File: src/rtl/bus_fifo_tostd_pkg.sv
// Shared sizing helpers for the bus_fifo_tostd elastic FIFO.
// The optional same-cycle bypass is enabled by defining BUS_FIFO_TOSTD_BYPASS_EN.
package bus_fifo_tostd_pkg;

  // Pointer width; a single-entry FIFO still needs a 1-bit pointer to index storage.
  function automatic int unsigned ptr_width(input int unsigned depth);
    return (depth > 1) ? $clog2(depth) : 1;
  endfunction

  // Occupancy width, able to hold 0..depth inclusive.
  function automatic int unsigned cnt_width(input int unsigned depth);
    return $clog2(depth + 1);
  endfunction

endpackage

File: src/rtl/bus_fifo_tostd_wrap_ptr.sv
// Modulo-DEPTH pointer for bus_fifo_tostd; DEPTH need not be a power of two.
// Shared by the write and read sides. BUS_FIFO_TOSTD_BYPASS_EN does not affect this file.
module bus_fifo_tostd_wrap_ptr
  import bus_fifo_tostd_pkg::*;
#(
  parameter int unsigned DEPTH = 2,
  parameter int unsigned PtrW  = ptr_width(DEPTH)
) (
  input  logic            clk,
  input  logic            rst,
  input  logic            advance,
  output logic [PtrW-1:0] ptr
);

  localparam logic [PtrW-1:0] Last = PtrW'(DEPTH - 1);

  logic [PtrW-1:0] ptr_q, ptr_d;

  always_comb begin
    ptr_d = ptr_q;
    if (advance) begin
      ptr_d = (ptr_q == Last) ? '0 : ptr_q + PtrW'(1);
    end
  end

  always_ff @(posedge clk) begin
    if (rst) begin
      ptr_q <= '0;
    end else begin
      ptr_q <= ptr_d;
    end
  end

  assign ptr = ptr_q;

endmodule

File: src/rtl/bus_fifo_tostd.sv
// Elastic FIFO: hasAny/consume producer in, isReady/canReceive consumer out.
// Define BUS_FIFO_TOSTD_BYPASS_EN for a same-cycle fall-through path when empty.
module bus_fifo_tostd
  import bus_fifo_tostd_pkg::*;
#(
  parameter int unsigned BusSize = 1,
  parameter int unsigned DEPTH   = 2
) (
  input  logic                       clk,
  input  logic                       rst,
  input  logic [BusSize-1:0]         i,
  input  logic                       i_hasAny,
  output logic                       i_consume,
  output logic [BusSize-1:0]         o,
  output logic                       o_isReady,
  input  logic                       o_canReceive,
  output logic [$clog2(DEPTH+1)-1:0] level
);

  localparam int unsigned PtrW = ptr_width(DEPTH);
  localparam int unsigned CntW = cnt_width(DEPTH);
  localparam logic [CntW-1:0] FullCount = CntW'(DEPTH);

  logic [BusSize-1:0] mem_q [DEPTH];
  logic [PtrW-1:0]    wr_ptr, rd_ptr;
  logic [CntW-1:0]    count_q, count_d;
  logic               empty, full;
  logic               push, pop;
  logic [BusSize-1:0] head;

  assign empty = (count_q == '0);
  assign full  = (count_q == FullCount);
  assign head  = mem_q[rd_ptr];

  // Upstream handshake depends only on registered occupancy, never on o_canReceive.
  assign i_consume = ~rst & i_hasAny & ~full;

`ifdef BUS_FIFO_TOSTD_BYPASS_EN
  assign o         = empty ? i : head;
  assign o_isReady = ~rst & o_canReceive & (~empty | i_hasAny);
  // A word that falls straight through is never written into storage.
  assign push      = i_consume & ~(empty & o_canReceive);
  assign pop       = o_isReady & ~empty;
`else
  assign o         = head;
  assign o_isReady = ~rst & ~empty & o_canReceive;
  assign push      = i_consume;
  assign pop       = o_isReady;
`endif

  bus_fifo_tostd_wrap_ptr #(
    .DEPTH (DEPTH),
    .PtrW  (PtrW)
  ) u_wr_ptr (
    .clk     (clk),
    .rst     (rst),
    .advance (push),
    .ptr     (wr_ptr)
  );

  bus_fifo_tostd_wrap_ptr #(
    .DEPTH (DEPTH),
    .PtrW  (PtrW)
  ) u_rd_ptr (
    .clk     (clk),
    .rst     (rst),
    .advance (pop),
    .ptr     (rd_ptr)
  );

  // Storage is deliberately not reset; only pointers and count define validity.
  always_ff @(posedge clk) begin
    if (push) begin
      mem_q[wr_ptr] <= i;
    end
  end

  always_comb begin
    count_d = count_q;
    unique case ({push, pop})
      2'b10:   count_d = count_q + CntW'(1);
      2'b01:   count_d = count_q - CntW'(1);
      default: count_d = count_q;
    endcase
  end

  always_ff @(posedge clk) begin
    if (rst) begin
      count_q <= '0;
    end else begin
      count_q <= count_d;
    end
  end

  assign level = count_q;

  a_consume_needs_offer: assert property (@(posedge clk) disable iff (rst)
    !(i_consume && !i_hasAny));
  a_ready_needs_receiver: assert property (@(posedge clk) disable iff (rst)
    !(o_isReady && !o_canReceive));
  a_no_overflow: assert property (@(posedge clk) disable iff (rst) !(push && !pop && full));
  a_no_underflow: assert property (@(posedge clk) disable iff (rst) !(pop && empty));

endmodule

File: config.mk
export PLATFORM = sky130hd
export DESIGN_NAME = bus_fifo_tostd
export DESIGN_NICKNAME = d
export VERILOG_FILES = /design/src/rtl/bus_fifo_tostd_pkg.sv /design/src/rtl/bus_fifo_tostd_wrap_ptr.sv /design/src/rtl/bus_fifo_tostd.sv
export SDC_FILE = /design/constraint.sdc
export NUM_CORES = 1
export LEC_CHECK = 0
export BUFFER_PORTS_ARGS = -buffer_cell sky130_fd_sc_hd__buf_2
export CELL_PAD_IN_SITES_DETAIL_PLACEMENT = 1
export CELL_PAD_IN_SITES_GLOBAL_PLACEMENT = 1
export CORE_AREA = 8 8 45 47
export CTS_CLUSTER_DIAMETER = 80
export DETAILED_ROUTE_END_ITERATION = 8
export DIE_AREA = 0 0 53 55
export PLACE_DENSITY = 0.59
export REMOVE_ABC_BUFFERS = 1
export SYNTH_ARGS = -nofsm -noshare
export SYNTH_HDL_FRONTEND = slang
export SYNTH_SLANG_ARGS = --single-unit
export TNS_END_PERCENT = 5
File: constraint.sdc
create_clock -name clk -period 2 [get_ports clk]
set_clock_uncertainty 0.2 [all_clocks]
set_input_delay 0.1 -clock clk [delete_from_list [all_inputs] [get_ports clk]]
set_output_delay 0.1 -clock clk [all_outputs]
set_load 0.005 [all_outputs]
-- Word level (Yosys, flattened, before mapping)
Memories as Yosys holds them, arrays and structs flattened. A register that Yosys moved wholly into a read port is not among the register bits.
Cells that the tools add are included.
- bits in latches: 0
- register bits: 4
- memory bits (writable): 2
- bits in read-only memories: 0
- output and inout bits: 5
- word-level logic and storage cells: 27
- input port bits: 5
- memories: 1
- memory list (name ; words ; width ; rd ports ; clocked after memory_dff ; wr ports ; RTL line ; RTL):
    mem_q ; 2 ; 1 ; 1 ; 1 ; 1 ; bus_fifo_tostd.sv:24 ; logic [BusSize-1:0] mem_q [DEPTH];
- equality and inequality tests: 3
- $add $sub $neg: 4
- reduce and logical (&&, ||, !) cells: 2
- bitwise gates (word level): 7
- shift-type cells: 0
- $mul: 0
- mux-type cells: 7
- div/mod/pow operators: 0
- $lt $le $gt $ge: 0
- operators with widths (kind ; number):
    $mux W1 ; 6
    $and A1 B1 Y1 ; 4
    $eq A2 B2 Y1 const B ; 2
    $pmux W2 S2 ; 1
    $not A1 Y1 ; 3
    $add A1 B1 Y1 const B ; 2
    $add A2 B1 Y2 const B ; 1
    $eq A2 B1 Y1 const B ; 1
    $logic_not A2 Y1 ; 1
    $reduce_bool A2 Y1 ; 1
    $sub A2 B1 Y2 const B ; 1

-- Depth between registers and ports, before layout
- depth after elaboration: 6
- depth in mapped cells: 6

-- By module
From an unflattened synthesis, not the netlist that was laid out.
- cells, all modules: 25
- area total of the unflattened synthesis: 266.5 µm²
- modules (own cells, without submodules) (module ; area an instance (µm²) ; seq. area each (µm²) ; cells each ; times used):
    bus_fifo_tostd ; 201.4 ; 100.1 ; 19 ; 1
    bus_fifo_tostd_wrap_ptr ; 32.5 ; 20.0 ; 3 ; 2

-- Least setup slack after synthesis
Ideal clock, no wire load.
- path kind: flip-flop to flip-flop
- start: register count_q[0], in the netlist level[0]
- end: register count_q[1], in the netlist level[1]
- period minus slack after synthesis: 1.768 ns
- data arrival time: 1.499 ns
- slack: 0.232 ns
- data required time: 1.730 ns
- library setup time: 0.070 ns
- stages on the path, launching flop included: 6
- cell sequence: dfxtp_1 nand2b_1 nand3b_1 ha_1 or3_1 a21oi_1
- word-level cells in the longest chain between the ends: 6
- elaborated cells between the ends (all ways): 13
- classes of those cells: add/sub: 2; eq/ne: 3; mux: 1; bitwise: 5; reduce/logical: 2
- ends and longest elaborated chain (what ; RTL line ; RTL):
    start, declared ; bus_fifo_tostd.sv:26 ; logic [CntW-1:0] count_q, count_d;
    start signal, assigned ; bus_fifo_tostd.sv:91 ; count_q <= count_d;
    $logic_not A2 Y1 ; bus_fifo_tostd.sv:31 ; assign empty = (count_q == '0);
    $not A1 Y1 ; bus_fifo_tostd.sv:46 ; assign o_isReady = ~rst & ~empty & o_canReceive;
    $and A1 B1 Y1 (2 in series) ; bus_fifo_tostd.sv:46 ;
    $eq A2 B1 Y1 or $eq A2 B2 Y1 (tied branches) ; bus_fifo_tostd.sv:80 ; unique case ({push, pop})
    $pmux W2 S2 or $reduce_bool A2 Y1 (tied branches) ; - ;
Parallel ways exist; a longest one is shown, timed or not.
A chain may end at the register's enable or synchronous reset.

-- Final worst setup path
- start: input rst
- end: register count_q[1], in the netlist level[1]
- word-level cells in the longest chain between the ends: 5
- elaborated cells between the ends (all ways): 9
- classes of those cells: eq/ne: 2; mux: 1; bitwise: 5; reduce/logical: 1
- ends and longest elaborated chain (what ; RTL line ; RTL):
    start, declared ; bus_fifo_tostd.sv:10 ; input logic rst,
    $not A1 Y1 ; bus_fifo_tostd.sv:36, bus_fifo_tostd.sv:46 ;
    $and A1 B1 Y1 (on tied branches) (2 in series) ; bus_fifo_tostd.sv:46, bus_fifo_tostd.sv:36 ;
    $eq A2 B1 Y1 or $eq A2 B2 Y1 (tied branches) ; bus_fifo_tostd.sv:80 ;
    $pmux W2 S2 or $reduce_bool A2 Y1 (tied branches) ; - ;
Parallel ways exist; a longest one is shown, timed or not.

==> impl_metrics.ini <==
[routing]
wl_per_cell_um = 10.8
num_vias = 257
firstDrtPassIters = 2
ant_nets = 0
viasPerCell = 4.15
drt_wl_total_um = 667
drtIter0Drc = 2
drc = 0

[global_route]
grt_max_degree = 8
antenna_found_initial = 0
grt_pass1_wl_um = 1170
grtUsageMet2 = 0.0801
grt_overflow_total = 0
top_usage_layer = met2
grt_pass1_vias = 274
gr-usage-met1 = 0.0568
grtUsageMet3 = 0.0561
grtUsageTotal = 0.0625

[timing]
rsz0062_at_grt = false
hold_viol = 0
fin_crit_ns = 1.86
fmax_mhz = 538
post-route-period-util = 0.929
tightest_slew_ns = 0.238
finalSetupTns_ns = 0
relSlewSlack = 0.840
finalSetupViolations = 0
maxSlewViolCount = 0

[job]
maxCapViolCount = 0

[run_status]
status = finished, final reports clean

[floorplan]
top_level_ports = 10
die-area_sq_um = 2920
coreArea_sq_um = 1380
die_y_um = 55
placementRows = 14
start_util = 0.212
die_width_um = 53

[critical_path]
cp_max_fo = 7
cp.arrival_ns = 1.85
worstSetupPathType = in -> reg
start_kind = input pin
worstSetupEndpointType = flip-flop
critPathRequiredTime_ns = 1.99

[synthesis]
synth_top_family_by_area = simple AND/OR/NAND/NOR gates
yosysSeqAreaShare = 0.547
yosysUniqueCellTypes = 15
synth_compound_area_frac = 0.0940
synthMuxAreaShare = 0.0385
synth_xor_area_frac = 0.0897
syn-instance-count = 29
synth-seq-cells = 7
ys.warnings.count = 0
synthSimpleGateAreaFrac = 0.162
syn_area_sq_um = 293
syn_avg_cell_area_sq_um = 10.1
synth_fa_ha_area_frac = 0.0427

[pwr]
total_power_uw = 376
ir_worst_vdd_v = 0.000234
p_per_area_nw_per_um2 = 864
p_leak_uw = 0.000190

[clock_tree]
insertion_delay_ns = 0.25
cts.htree.levels = 1
cts_root_buffer = clkbuf_4
cts-buffers-inserted = 3
cts_tree = done
clk_pin_slew_ns = 0.05
cts.sinks = 7
cts_max_path_buffers = 2

[layout]
layout_commonest_cell = buf_2
syn_to_final_growth_pct = 48.7
n_antenna_cell = 0
final_cell_mix = buf_2 (9), nor2_1 (6), dfxtp_1 (4)
nets = 53
layout-drive-gt1-share = 0.348

[placed_design]
numPortBuffers = 9
hpwl_um = 494
routabilityCongestion = 0.640

[hold_path]
hold_path.class = in -> reg
-- synthesized netlist by cell type --
library cell	n	area share
inv_1	2	0.026
nand3_1	1	0.017
xnor2_1	1	0.030
o21ai_0	2	0.034
xor2_1	2	0.060
or3_1	1	0.021
nand2b_1	1	0.021
dfxtp_1	5	0.34
nand3b_1	1	0.026
ha_1	1	0.043
a21oi_1	2	0.034
edfxtp_1	2	0.21
a21o_1	1	0.026
mux2_2	1	0.038
nor2_1	6	0.077
-- report_power, final --
| part | internal (uW) | switching [uW] |
|---|---|---|
| registers | 162 | 10.5 |
| clock network | 76.3 | 55.3 |
| logic | 39.5 | 32.6 |
| total | 278 | 98.4 |
-- critical path, stage by stage --
cell and delay, ns:
dlygate4sd3_1 0.53, buf_2 0.16, nand3b_1 0.27, ha_4 0.22, xnor2_1 0.13, or3_1 0.31
a21oi_1 0.13
-- kinds of logic (layout without fill, tap and decap cells) --
group | after synthesis | in the layout
simple gates | 10 | 10
flops | 7 | 7
compound gates | 5 | 5
xor+xnor | 3 | 3
buf+inv | 2 | 19
fa+ha+maj | 1 | 1
mux | 1 | 1
-- metrics by stage --
stage | util | cell area (sq um) | std cells | worst slack (ns) | hold WS (ns)
final | 0.315 | 435 | 62 | 0.143 | 0.130
after global routing | 0.315 | 435 | 62 | 0.0159 | 0.193
after CTS | 0.305 | 422 | 62 | 0.0752 | 0.127
after detailed placement | 0.264 | 365 | 55 | 0.105 | 0.0970
after global placement | 0.264 | 365 | 55 | 0.105 | 0.0981
after floorplan | - | 293 | 29 | 0.232 | -0.0309
-- final cells by class --
class | instances | area [sq um]
fill | 170 | 948
sequential | 7 | 161
multi-input combinational | 20 | 138
timing repair buffer | 13 | 82.6
clock buffer | 4 | 26.3
tap | 16 | 20.0
inverter | 2 | 7.51
-- layer usage --
| layer | vias to the layer above | share of wire |
|---|---|---|
| met5 | - | 0 |
| met4 | 0 | 0.033 |
| met3 | 4 | 0.11 |
| met2 | 10 | 0.42 |
| met1 | 113 | 0.43 |
| li1 | 130 | - |
-- path summary, 6_finish.rpt --
| path | from | endpoint | slack [ns] | cells past startpoint |
|---|---|---|---|---|
| max | rst | level[1] | 0.14 | 7 |
| min | o_canReceive | flip-flop | 0.13 | 5 |
| max reg2reg | level[0] | level[1] | 0.24 | 6 |
| min reg2reg | u_rd_ptr.ptr | flip-flop | 0.31 | 2 |
-- repair_timing --
action                                  in CTS  in global routing
endpoints found under the setup margin       0                  1
gates resized for setup                      0                  2
endpoints found under the hold margin        7                  0
buffers inserted                             0                  0
hold buffers                                 3                  0
No activity file was read; power rests on OpenSTA's default activity.
